## src/rtl/exp_1x1_pkg.sv

```systemverilog
// Shared widths, FSM encoding and record types for the EXPAND 1x1 kernel RAM
// read/write controllers.
package exp_1x1_pkg;

  localparam int ADDR_W = 12;
  localparam int LAYR_W = 7;
  localparam int DATA_W = 32;

  localparam logic [1:0] ST_IDLE     = 2'd0;
  localparam logic [1:0] ST_WAIT_RDY = 2'd1;
  localparam logic [1:0] ST_READ     = 2'd2;

  // Per-word sideband that travels alongside the RAM read latency.
  typedef struct packed {
    logic              valid;
    logic              last;
    logic [LAYR_W-1:0] layer_no;
    logic              pass_done;
  } ker_tag_t;

  typedef struct packed {
    logic [1:0]        state;
    logic              pend;
    logic              first_pass;
    logic              calc_done;
    logic [LAYR_W-1:0] layer;
    logic [LAYR_W-1:0] word;
  } dbg_t;

endpackage

```

## src/rtl/exp_1x1_ker_read_cont_if.sv

```systemverilog
// Kernel read bus: RAM read port plus the kernel word stream to the MAC engine.
interface exp_1x1_ker_read_cont_if;
  import exp_1x1_pkg::*;

  // layer_req_i asks for one full layer burst (pulse or level); it is not
  // back-pressured. ker_valid_o qualifies ker_data_o/ker_last_o/ker_layer_no_o
  // for exactly one cycle per word and cannot be stalled by the engine.
  logic              layer_req_i;
  logic [ADDR_W-1:0] exp_1x1_ram_rd_addr_o;
  logic              exp_1x1_ram_rd_en_o;
  logic [DATA_W-1:0] exp_1x1_ram_rd_data_i;
  logic [DATA_W-1:0] ker_data_o;
  logic              ker_valid_o;
  logic              ker_last_o;
  logic [LAYR_W-1:0] ker_layer_no_o;
  logic              pass_done_o;

  modport master (
    input  layer_req_i, exp_1x1_ram_rd_data_i,
    output exp_1x1_ram_rd_addr_o, exp_1x1_ram_rd_en_o,
    output ker_data_o, ker_valid_o, ker_last_o, ker_layer_no_o, pass_done_o
  );

  modport slave (
    output layer_req_i, exp_1x1_ram_rd_data_i,
    input  exp_1x1_ram_rd_addr_o, exp_1x1_ram_rd_en_o,
    input  ker_data_o, ker_valid_o, ker_last_o, ker_layer_no_o, pass_done_o
  );

endinterface

```

## src/rtl/exp_1x1_rd_tag_delay.sv

```systemverilog
// Aligns the read-side word tags with RAM data: DEPTH-stage shift register
// with a synchronous flush that drops everything in flight.
module exp_1x1_rd_tag_delay
  import exp_1x1_pkg::*;
#(
    parameter int DEPTH = 1
) (
    input  logic     clk,
    input  logic     flush,
    input  ker_tag_t tag_in,
    output ker_tag_t tag_out
);

    ker_tag_t pipe [DEPTH];

    always_ff @(posedge clk) begin
        if (flush) begin
            for (int i = 0; i < DEPTH; i++) pipe[i] <= '0;
        end else begin
            pipe[0] <= tag_in;
            for (int i = 1; i < DEPTH; i++) pipe[i] <= pipe[i-1];
        end
    end

    assign tag_out = pipe[DEPTH-1];

endmodule

```

## src/rtl/exp_1x1_ker_read_cont.sv

```systemverilog
// EXPAND 1x1 kernel RAM read controller: streams one depth layer per request,
// gated by the writer's layer-ready count on the first pass, wrapping to layer 0.
module exp_1x1_ker_read_cont
  import exp_1x1_pkg::*;
#(
    parameter int RAM_LAT = 1
) (
    input  logic                      clk_i,
    input  logic                      rst_i,
    input  logic                      start_i,
    input  logic                      exp_1x1_en_i,
    input  logic [ADDR_W-1:0]         tot_exp1_ker_addr_limit_i,
    input  logic [LAYR_W-1:0]         one_exp1_ker_addr_limit_i,
    input  logic [LAYR_W-1:0]         exp_1x1_layer_ready_no_i,
    exp_1x1_ker_read_cont_if.master   bus,
    output dbg_t                      dbg_o
);

    logic [1:0]        state;
    logic              pend;
    logic              first_pass;
    logic [LAYR_W-1:0] layer;
    logic [LAYR_W-1:0] word;
    logic [ADDR_W-1:0] base;
    logic [LAYR_W-1:0] ready_q;
    logic [LAYR_W-1:0] one_lim;
    logic [ADDR_W-1:0] tot_lim;
    logic [ADDR_W:0]   shadow;
    logic [LAYR_W:0]   n_layers;
    logic              calc_done;

    logic              clr;
    logic              req_ok;
    logic [ADDR_W-1:0] w_step;
    logic              last_word;
    logic              last_layer;
    logic [LAYR_W-1:0] next_layer;
    logic              next_first;
    logic              can_start;
    logic              can_chain;
    logic              enter_read;
    ker_tag_t          tag_in;
    ker_tag_t          tag_out;

    function automatic logic layer_ok(input logic fp, input logic [LAYR_W-1:0] lay,
                                      input logic [LAYR_W-1:0] rdy);
        return !fp || (lay < rdy);
    endfunction

    assign clr = rst_i | start_i;

    always_comb begin
        req_ok     = bus.layer_req_i & exp_1x1_en_i;
        w_step     = ADDR_W'(one_lim) + ADDR_W'(1);
        last_word  = (word == one_lim);
        last_layer = ({1'b0, layer} == (n_layers - (LAYR_W+1)'(1)));
        next_layer = last_layer ? '0 : layer + LAYR_W'(1);
        next_first = first_pass & ~last_layer;
        // The ready compare uses the registered count, so a same-cycle increment waits a cycle.
        can_start  = calc_done && layer_ok(first_pass, layer, ready_q);
        can_chain  = calc_done && layer_ok(next_first, next_layer, ready_q);
        enter_read = 1'b0;
        if (state == ST_WAIT_RDY && can_start) enter_read = 1'b1;
        if (state == ST_READ && last_word && pend && can_chain) enter_read = 1'b1;
    end

    always_ff @(posedge clk_i) begin
        if (rst_i) begin
            tot_lim <= '0;
            one_lim <= '0;
        end else if (start_i) begin
            tot_lim <= tot_exp1_ker_addr_limit_i;
            one_lim <= one_exp1_ker_addr_limit_i;
        end
    end

    // Layer count L = (tot+1)/W found by stepping a shadow address by W.
    always_ff @(posedge clk_i) begin
        if (clr) begin
            shadow    <= '0;
            n_layers  <= '0;
            calc_done <= 1'b0;
            ready_q   <= '0;
        end else begin
            ready_q <= exp_1x1_layer_ready_no_i;
            if (!calc_done) begin
                if (shadow <= {1'b0, tot_lim}) begin
                    shadow   <= shadow + {1'b0, w_step};
                    n_layers <= n_layers + (LAYR_W+1)'(1);
                end else begin
                    calc_done <= 1'b1;
                end
            end
        end
    end

    always_ff @(posedge clk_i) begin
        if (clr) begin
            state      <= ST_IDLE;
            pend       <= 1'b0;
            first_pass <= 1'b1;
            layer      <= '0;
            word       <= '0;
            base       <= '0;
        end else begin
            // A request in the entry cycle is kept so back-to-back bursts chain.
            pend <= req_ok | (pend & ~enter_read);
            case (state)
                ST_IDLE: begin
                    if (exp_1x1_en_i && (pend || bus.layer_req_i)) state <= ST_WAIT_RDY;
                end
                ST_WAIT_RDY: begin
                    if (can_start) state <= ST_READ;
                end
                ST_READ: begin
                    if (last_word) begin
                        word       <= '0;
                        layer      <= next_layer;
                        first_pass <= next_first;
                        base       <= last_layer ? '0 : base + w_step;
                        if (pend && can_chain) state <= ST_READ;
                        else if (pend)         state <= ST_WAIT_RDY;
                        else                   state <= ST_IDLE;
                    end else begin
                        word <= word + LAYR_W'(1);
                    end
                end
                default: state <= ST_IDLE;
            endcase
        end
    end

    assign bus.exp_1x1_ram_rd_en_o   = (state == ST_READ);
    assign bus.exp_1x1_ram_rd_addr_o = base + ADDR_W'(word);

    always_comb begin
        tag_in           = '0;
        tag_in.valid     = (state == ST_READ);
        tag_in.last      = (state == ST_READ) && last_word;
        tag_in.layer_no  = (state == ST_READ) ? layer : '0;
        tag_in.pass_done = (state == ST_READ) && last_word && last_layer;
    end

    exp_1x1_rd_tag_delay #(.DEPTH(RAM_LAT)) u_tag_delay (
        .clk     (clk_i),
        .flush   (clr),
        .tag_in  (tag_in),
        .tag_out (tag_out)
    );

    assign bus.ker_valid_o    = tag_out.valid;
    assign bus.ker_last_o     = tag_out.last;
    assign bus.ker_layer_no_o = tag_out.layer_no;
    assign bus.pass_done_o    = tag_out.pass_done;
    assign bus.ker_data_o     = tag_out.valid ? bus.exp_1x1_ram_rd_data_i : '0;

    always_comb begin
        dbg_o            = '0;
        dbg_o.state      = state;
        dbg_o.pend       = pend;
        dbg_o.first_pass = first_pass;
        dbg_o.calc_done  = calc_done;
        dbg_o.layer      = layer;
        dbg_o.word       = word;
    end

endmodule

```

## src/flat_wrapper.sv

```systemverilog
// flat-port wrapper written by rule: the top's interface ports become plain ports
module exp_1x1_ker_read_cont_flat import exp_1x1_pkg::*;
#(
    parameter int RAM_LAT = 1
)
  (clk_i, rst_i, start_i, exp_1x1_en_i, tot_exp1_ker_addr_limit_i, one_exp1_ker_addr_limit_i, exp_1x1_layer_ready_no_i, dbg_o, bus_layer_req_i, bus_exp_1x1_ram_rd_data_i, bus_exp_1x1_ram_rd_addr_o, bus_exp_1x1_ram_rd_en_o, bus_ker_data_o, bus_ker_valid_o, bus_ker_last_o, bus_ker_layer_no_o, bus_pass_done_o);
  exp_1x1_ker_read_cont_if bus_i ();
  input  logic clk_i;
  input  logic rst_i;
  input  logic start_i;
  input  logic exp_1x1_en_i;
  input  logic [ADDR_W-1:0] tot_exp1_ker_addr_limit_i;
  input  logic [LAYR_W-1:0] one_exp1_ker_addr_limit_i;
  input  logic [LAYR_W-1:0] exp_1x1_layer_ready_no_i;
  output dbg_t dbg_o;
  input wire logic [$bits(bus_i.layer_req_i)-1:0] bus_layer_req_i;
  input wire logic [$bits(bus_i.exp_1x1_ram_rd_data_i)-1:0] bus_exp_1x1_ram_rd_data_i;
  output wire logic [$bits(bus_i.exp_1x1_ram_rd_addr_o)-1:0] bus_exp_1x1_ram_rd_addr_o;
  output wire logic [$bits(bus_i.exp_1x1_ram_rd_en_o)-1:0] bus_exp_1x1_ram_rd_en_o;
  output wire logic [$bits(bus_i.ker_data_o)-1:0] bus_ker_data_o;
  output wire logic [$bits(bus_i.ker_valid_o)-1:0] bus_ker_valid_o;
  output wire logic [$bits(bus_i.ker_last_o)-1:0] bus_ker_last_o;
  output wire logic [$bits(bus_i.ker_layer_no_o)-1:0] bus_ker_layer_no_o;
  output wire logic [$bits(bus_i.pass_done_o)-1:0] bus_pass_done_o;
  assign bus_i.layer_req_i = bus_layer_req_i;
  assign bus_i.exp_1x1_ram_rd_data_i = bus_exp_1x1_ram_rd_data_i;
  assign bus_exp_1x1_ram_rd_addr_o = bus_i.exp_1x1_ram_rd_addr_o;
  assign bus_exp_1x1_ram_rd_en_o = bus_i.exp_1x1_ram_rd_en_o;
  assign bus_ker_data_o = bus_i.ker_data_o;
  assign bus_ker_valid_o = bus_i.ker_valid_o;
  assign bus_ker_last_o = bus_i.ker_last_o;
  assign bus_ker_layer_no_o = bus_i.ker_layer_no_o;
  assign bus_pass_done_o = bus_i.pass_done_o;
  exp_1x1_ker_read_cont #(.RAM_LAT(RAM_LAT)) u_core (.clk_i(clk_i), .rst_i(rst_i), .start_i(start_i), .exp_1x1_en_i(exp_1x1_en_i), .tot_exp1_ker_addr_limit_i(tot_exp1_ker_addr_limit_i), .one_exp1_ker_addr_limit_i(one_exp1_ker_addr_limit_i), .exp_1x1_layer_ready_no_i(exp_1x1_layer_ready_no_i), .bus(bus_i), .dbg_o(dbg_o));
endmodule
```

## config.mk

```make
export PLATFORM = sky130hd
export DESIGN_NAME = exp_1x1_ker_read_cont_flat
export DESIGN_NICKNAME = d
export VERILOG_FILES = /design/src/rtl/exp_1x1_pkg.sv /design/src/rtl/exp_1x1_ker_read_cont_if.sv /design/src/rtl/exp_1x1_rd_tag_delay.sv /design/src/rtl/exp_1x1_ker_read_cont.sv /design/src/flat_wrapper.sv
export SDC_FILE = /design/constraint.sdc
export NUM_CORES = 1
export LEC_CHECK = 0
export BUFFER_PORTS_ARGS = -buffer_cell sky130_fd_sc_hd__buf_2
export CELL_PAD_IN_SITES_DETAIL_PLACEMENT = 1
export CELL_PAD_IN_SITES_GLOBAL_PLACEMENT = 1
export CORE_MARGIN = 1
export CORE_UTILIZATION = 40
export DETAILED_ROUTE_END_ITERATION = 8
export PLACE_DENSITY = 0.8
export SETUP_SLACK_MARGIN = 0.3
export SLEW_MARGIN = 20
export SYNTH_ARGS = -nofsm -noshare
export SYNTH_HDL_FRONTEND = slang
export SYNTH_SLANG_ARGS = --single-unit
```

## constraint.sdc

```tcl
create_clock -name clk_i -period 4.33 [get_ports clk_i]
set_input_delay 0.2165 -clock clk_i [delete_from_list [all_inputs] [get_ports clk_i]]
set_output_delay 0.2165 -clock clk_i [all_outputs]
set_load 0.03 [all_outputs]
```

Word level (Yosys, flattened, before mapping)
Memory sizes are Yosys's and may differ from the RTL's. Cells that the tools add are included.

Bits in registers: 78. Bits in writable memories: 10. Input bits: 63. Output and inout port bits: 74. Logic and storage cells: 78. Memories: 1.

$add $sub $neg: 8. Order comparisons: 3. Eq/ne operators: 7. Muxes and demuxes: 20. Bitwise operators: 8. Reductions and logical operators: 19.

Memories: u_core.u_tag_delay.pipe (depth 1, bits a word 10, read ports 1, clocked after Yosys merged registers in 0, wr ports 1, RTL line exp_1x1_rd_tag_delay.sv:14) `ker_tag_t pipe [DEPTH];`.

Operators with widths (count): $mux W32 (1); $mux W7 (3); $add A7 B1 Y7 const B (2); $lt A7 B7 Y1 (2); $add A13 B12 Y13 (1); $le A13 B12 Y1 (1); $add A12 B12 Y12 (1); $add A12 B7 Y12 (1); $mux W12 (1); $mux W10 (1); $reduce_or A10 Y1 (1); $logic_and A1 B1 Y1 (9); $mux W1 (9); $add A7 B1 Y8 const B (1); $add A8 B1 Y8 const B (1); $eq A7 B8 Y1 (1); $mux W2 (4); $sub A8 B1 Y8 const B (1); $eq A7 B7 Y1 (1); $ne A2 B1 Y1 const B (3); $pmux W2 S3 (1); $reduce_and A2 Y1 (2); $and A1 B1 Y1 (3); $logic_or A1 B1 Y1 (3); other kinds (7) (11).

Depth between registers and ports, before layout
Depth after elaboration: 12. Depth in mapped cells: 15. Gate-level depth less buffers: 14.

Modules after synthesis
Synthesis repeated with hierarchy kept, for this count alone.

Cells, all modules: 679. Area total of the unflattened synthesis: 5674.2 µm².

Modules (own cells, without submodules): exp_1x1_ker_read_cont (instances 1, cells each 659, area an instance 5411.4 µm², sequential area each 1561.5 µm²); exp_1x1_rd_tag_delay (instances 1, cells each 20, area an instance 262.8 µm², sequential area each 200.2 µm²).

Worst setup path before layout
Ideal clock, no wire load.

Path type: register -> register. From: register u_core.n_layers[0]. To: register u_core.state[0]. Library setup time: 86 ps. Arrival time: 3204 ps. Required time: 4244 ps. Setup slack: 1040 ps. Cell stages (with the launch flop): 16. Path buffers: 1. Period minus slack after synthesis: 3290 ps. Cells stage by stage: dfxtp_1 > inv_1 > ha_1 > o21ba_2 > a221oi_1 > a41oi_1 > nor4_2 > buf_2 > nor2_1 > ha_1 > nand2_1 > nor4_1 > o21ai_0 > o21ai_1 > a22oi_1 > a211oi_1.

Elaborated cells on any way between the ends: 13. Those cells by class: add/sub: 1; order compare: 1; eq/ne: 1; mux: 4; bitwise: 2; reduce/logical: 4.

RTL lines: start, declared (RTL line exp_1x1_ker_read_cont.sv:29) `logic [LAYR_W:0] n_layers;`; start signal, assigned (RTL line exp_1x1_ker_read_cont.sv:89) `n_layers <= n_layers + (LAYR_W+1)'(1);`; $sub A8 B1 Y8 (RTL line exp_1x1_ker_read_cont.sv:56) `last_layer = ({1'b0, layer} == (n_layers - (LAYR_W+1)'(1)));`; $eq A7 B8 Y1 (RTL line exp_1x1_ker_read_cont.sv:56); $mux W7 (RTL line exp_1x1_ker_read_cont.sv:57) `next_layer = last_layer ? '0 : layer + LAYR_W'(1);`; named net u_core.next_layer[4] (RTL line exp_1x1_ker_read_cont.sv:37) `logic [LAYR_W-1:0] next_layer;`; $lt A7 B7 Y1 (RTL line exp_1x1_ker_read_cont.sv:47) `return !fp || (lay < rdy);`; $logic_or A1 B1 Y1 (RTL line exp_1x1_ker_read_cont.sv:47); $logic_and A1 B1 Y1 (RTL line exp_1x1_ker_read_cont.sv:61) `can_chain = calc_done && layer_ok(next_first, next_layer, ready_q);`; $logic_and A1 B1 Y1 (RTL line exp_1x1_ker_read_cont.sv:121) `if (pend && can_chain) state <= ST_READ;`; $mux W2 (RTL line exp_1x1_ker_read_cont.sv:121); $mux W2 (RTL line exp_1x1_ker_read_cont.sv:116) `if (last_word) begin`; $pmux W2 S3 (RTL line exp_1x1_ker_read_cont.sv:108) `case (state)`; end signal, assigned (RTL line exp_1x1_ker_read_cont.sv:110) `if (exp_1x1_en_i && (pend || bus.layer_req_i)) state <= ST_WAIT_RDY;`; end signal, assigned (RTL line exp_1x1_ker_read_cont.sv:121); end signal, assigned (RTL line exp_1x1_ker_read_cont.sv:122) `else if (pend) state <= ST_WAIT_RDY;`; end, declared (RTL line exp_1x1_ker_read_cont.sv:19) `logic [1:0] state;`.

The timed path passes the listed nets, and every way through them passes these cells. The select of a mux whose other input is x is not followed. A chain may end at the register's enable or synchronous reset.

Worst setup path in the final report
Ends and elaborated chain as after synthesis.

==> run summary <==
For the worst flop-to-flop path, the logic depth is 15. The library cell used most frequently in the layout, excluding fill and tap cells, is buf_2. The analysis attributes to cell leakage a power of 0.00315 uW. The logs give 13,500 um for the post-detailed-placement half-perimeter wirelength and 0 for the post-cts gate resize count. Number of synthesized flops with an enable pin: 0. Sorting the synthesized cells by area gives the leading types as dfxtp_1, ha_1, nor2_1, and2_1, xnor2_1. Slowest cell on the critical path: dfxtp_1. In this run the worst path has a maximum fanout of 16. The number of buffers created by CTS is 9.

The flow ran to the end, and the final reports show no timing, DRC or antenna violations. The clock net sink count is 88, and the maximum VDD drop is 239 uV. The tools report the overall overflow remaining after global route as 0. Entering global routing, the biggest net connects 34 pins. The register area was 1760 sq um; the synthesized flop and latch total was 88.

Each instance of the synthesized netlist takes up on average 8.46 sq um. Hold timing on the final database bottoms out at a slack of 69.9 ps. In this run the clock root is driven by a clkbuf_16. For hold timing, the worst endpoint is u_core.ready_q[4]. Clock latency on the worst-skew pair, taken at its later pin, is 350 ps. For the setup violation total in the final timing report, the log shows 0.

The fraction of final layout cells sized beyond drive strength 1 works out to 0.210. The slack of the worst reg-to-reg path is 820 ps, and the final routed wirelength across all metal layers is 16,900 um. The number of antenna diodes in the final layout is 0. The delay of the slowest cell on the worst path was 430 ps; the upper clock frequency limit was 0.285 GHz.

STA classifies the critical path startpoint as a flip-flop. After detailed placement, the design holds a cell count of 937. Worst reg2reg path startpoint: u_core.n_layers[0]. The first global-routing pass estimated 27,000 um of wire. In this run the remaining antenna-violating nets after routing total 0. The final route contains 5,114 vias. The logs give 0.322 for the post-synthesis sequential area ratio and 0 ps for the final sum of negative setup slack.

The most critical setup path has its startpoint at u_core.n_layers[0]. The floorplan step defined a die boundary enclosing 14,100 sq um. The cell row count was 42. From synthesis to final layout, the design area changed by 20.3%. The routed design could run at a clock period as short as 3510 ps.

The number of antenna violations at the first check in global routing came out at 0. Routability-driven placement finished with a final weighted congestion of 0.852. The fraction of post-synthesis cell area in the top cell type by area works out to 0.322.

The number of different library cells used by synthesis comes to 57. The critical path class was flip-flop to flip-flop. The total of buffers placed on input and output ports is 136. The most numerous cell type found on the critical path is ha_1.

The tools report the remaining design rule violation count as 0. Clock-pin slew was measured on the worst setup and hold paths at 70 ps. In the synthesized netlist, the number of instances is 646. The post-route fraction of the period consumed by the critical path is 0.811, and the maximum clock path buffer count is 2. After floorplanning, the core was sized to cover 13,300 sq um. Summed over all instances, the cell type with the most area after synthesis is dfxtp_1. The completed layout was analyzed and its total power is 1910 uW. The library cells used most frequently in the layout, excluding fill and tap cells, are buf_2, dfxtp_1, nor2_1, ha_1, and2_1.

The multi-input logic area came out at 3460 sq um. The horizontal extent of the die is 119 um, and the hold buffer count at cts is 0. The max capacitance violation total was 0; the slew at the pin closest to its max-slew limit was 801 ps. The share of synthesized flip-flops with an asynchronous set or reset works out to 0.

Number of search-and-repair iterations in the first detailed-routing pass: 4. For the effective utilization at floorplan, the log shows 0.411. The maximum clock skew at final layout is 8.72 ps. The most used flip-flop cell after synthesis is dfxtp_1. STA puts the critical path data required time at 4600 ps. Setup repair after global routing left no endpoint under its margin. The initial DRC count is 211, and the die boundary height is 119 um.

Summing all placed instances gives a cell area of 6280 sq um. STA puts the critical path data arrival time at 3780 ps. The run gives 137 as the number of primary I/O pins. In this run the cell area of the synthesized design comes to 5460 sq um. In this run the critical register-to-register path is captured at u_core.state[0]. After detailed routing, the average wire length per cell comes to 17.8 um.

The logs give 0.247 for the overall global routing resource usage and 3 for the number of H-tree levels. For the worst slew slack as a fraction of its limit, the log shows 0.461. The number of hold-slack violations in the final timing report is 0. For the number of global-route vias before repair, the log shows 5,287. The critical path goes through inv_1 > ha_1 > o21ba_2 > a221oi_1 > a41oi_1 > nor4_2 > buf_4 > nor2_1 > ha_1 > nand2_1 > nor4_1 > o21ai_0 > o21ai_1 > a22oi_1 > a211oi_1. The worst hold path passes through 2 cells.

After the flow finishes, the layout carries non-filler instances totaling 952. The tools report the synthesized net count as 764. TritonCTS built the clock tree. Worst hold path startpoint: exp_1x1_layer_ready_no_i[4]. The total power divided by cell area came out at 290 nW/um^2.

For the max-slew violation total from the final report, the log shows 0. After routing the design area is 6570 sq um. The number of warnings reported in the yosys synthesis log is 0. In this run the worst hold path is classified as primary input to flip-flop. The tools report the number of nets in the final layout as 890.

The worst setup path is captured at a flip-flop. Dividing the detail-routed via count by the number of cells gives 5.37. Buffers added to address setup during post-CTS repair amount to 0.

After filler insertion, the fill cell instance count of the layout stands at 1,660.
## routing by layer
metal / vias to the layer above / wire length, um / GRT usage
met4: 0 / 750 / 0.119
met5: - / 0 / 0
li1: 2477 / - / -
met3: 35 / 983 / 0.0656
met2: 171 / 8440 / 0.447
met1: 2431 / 6730 / 0.266
## cells in the mapped netlist, types with 2 or more instances
cell,n
dfxtp_1,88
nor2_1,83
ha_1,52
and2_1,48
nand2_1,41
inv_1,35
xnor2_1,33
a21oi_1,30
mux2i_1,28
xor2_1,22
o21ai_0,18
clkbuf_1,15
nand3_1,15
nor3_1,11
o21ai_1,11
nand4_1,10
a21o_1,8
o31ai_1,7
a211oi_1,6
o21a_1,6
and3_1,5
nand2b_1,5
or3_1,5
buf_2,4
buf_4,4
nor2b_1,4
nor3b_1,4
or4_1,4
a22o_1,3
a31oi_1,3
fa_1,3
nand3b_1,3
nor4_1,3
o211ai_1,3
a22oi_1,2
a32o_1,2
buf_1,2
## how the worst max path moves through the flow
stage / cells past startpoint / to / slack, ps
after detailed placement: 15 / u_core.state[0] / 850
after CTS: 15 / u_core.state[0] / 820
after global routing: 15 / u_core.state[0] / 480
after global placement: 15 / u_core.pend / 1070
after floorplan: 15 / u_core.state[0] / 1040
final: 15 / u_core.state[0] / 820
## worst max-delay path, delay by kind of cell, from the launching register on
kind	cells	cell delay [ps]
compound gates	7	1350
simple gates	4	690
fa+ha+maj	2	570
flops	1	430
buf+inv	2	380
## final cells by class
type	count	area share
well taps	176	0.0335
flip-flops and latches	88	0.268
inverters	35	0.0200
repair buffers	140	0.108
clock buffers	12	0.0375
multi-input cells	498	0.526
clock inverters	3	0.00647
## through the flow
stage	utilization	setup WS, ps
3_5_place_dp	0.472	848
4_1_cts	0.494	818
2_1_floorplan	-	1040
5_1_grt	0.494	476
3_3_place_gp	0.472	1070
6_report	0.494	820
## power breakdown
group / switching (uW) / internal (uW) / leakage (uW)
clock: 324 / 459 / 0.000139
combinational: 154 / 115 / 0.00230
sequential: 24.1 / 831 / 0.000715
## registers in the layout (all words and copies together), names as in the netlist
register / count
u_core.state: 2
u_core.ready_q: 7
u_core.word: 7
u_core.one_lim: 7
u_core.pend: 1
u_core.tot_lim: 12
u_core.base: 12
u_core.first_pass: 1
u_core.shadow: 13
u_core.n_layers: 8
u_core.calc_done: 1
u_core.layer: 7
u_core.u_tag_delay.pipe: 10
## kinds of logic (layout without fill, tap and decap cells)
family,Yosys count,in the layout,synth area share
fa+ha+maj,55,55,0.130
simple gates,249,249,0.229
flops,88,88,0.322
compound gates,111,111,0.134
xor+xnor,55,55,0.0882
buf+inv,60,190,0.0449
mux,28,28,0.0513
No activity file was read; power rests on OpenSTA's default activity.
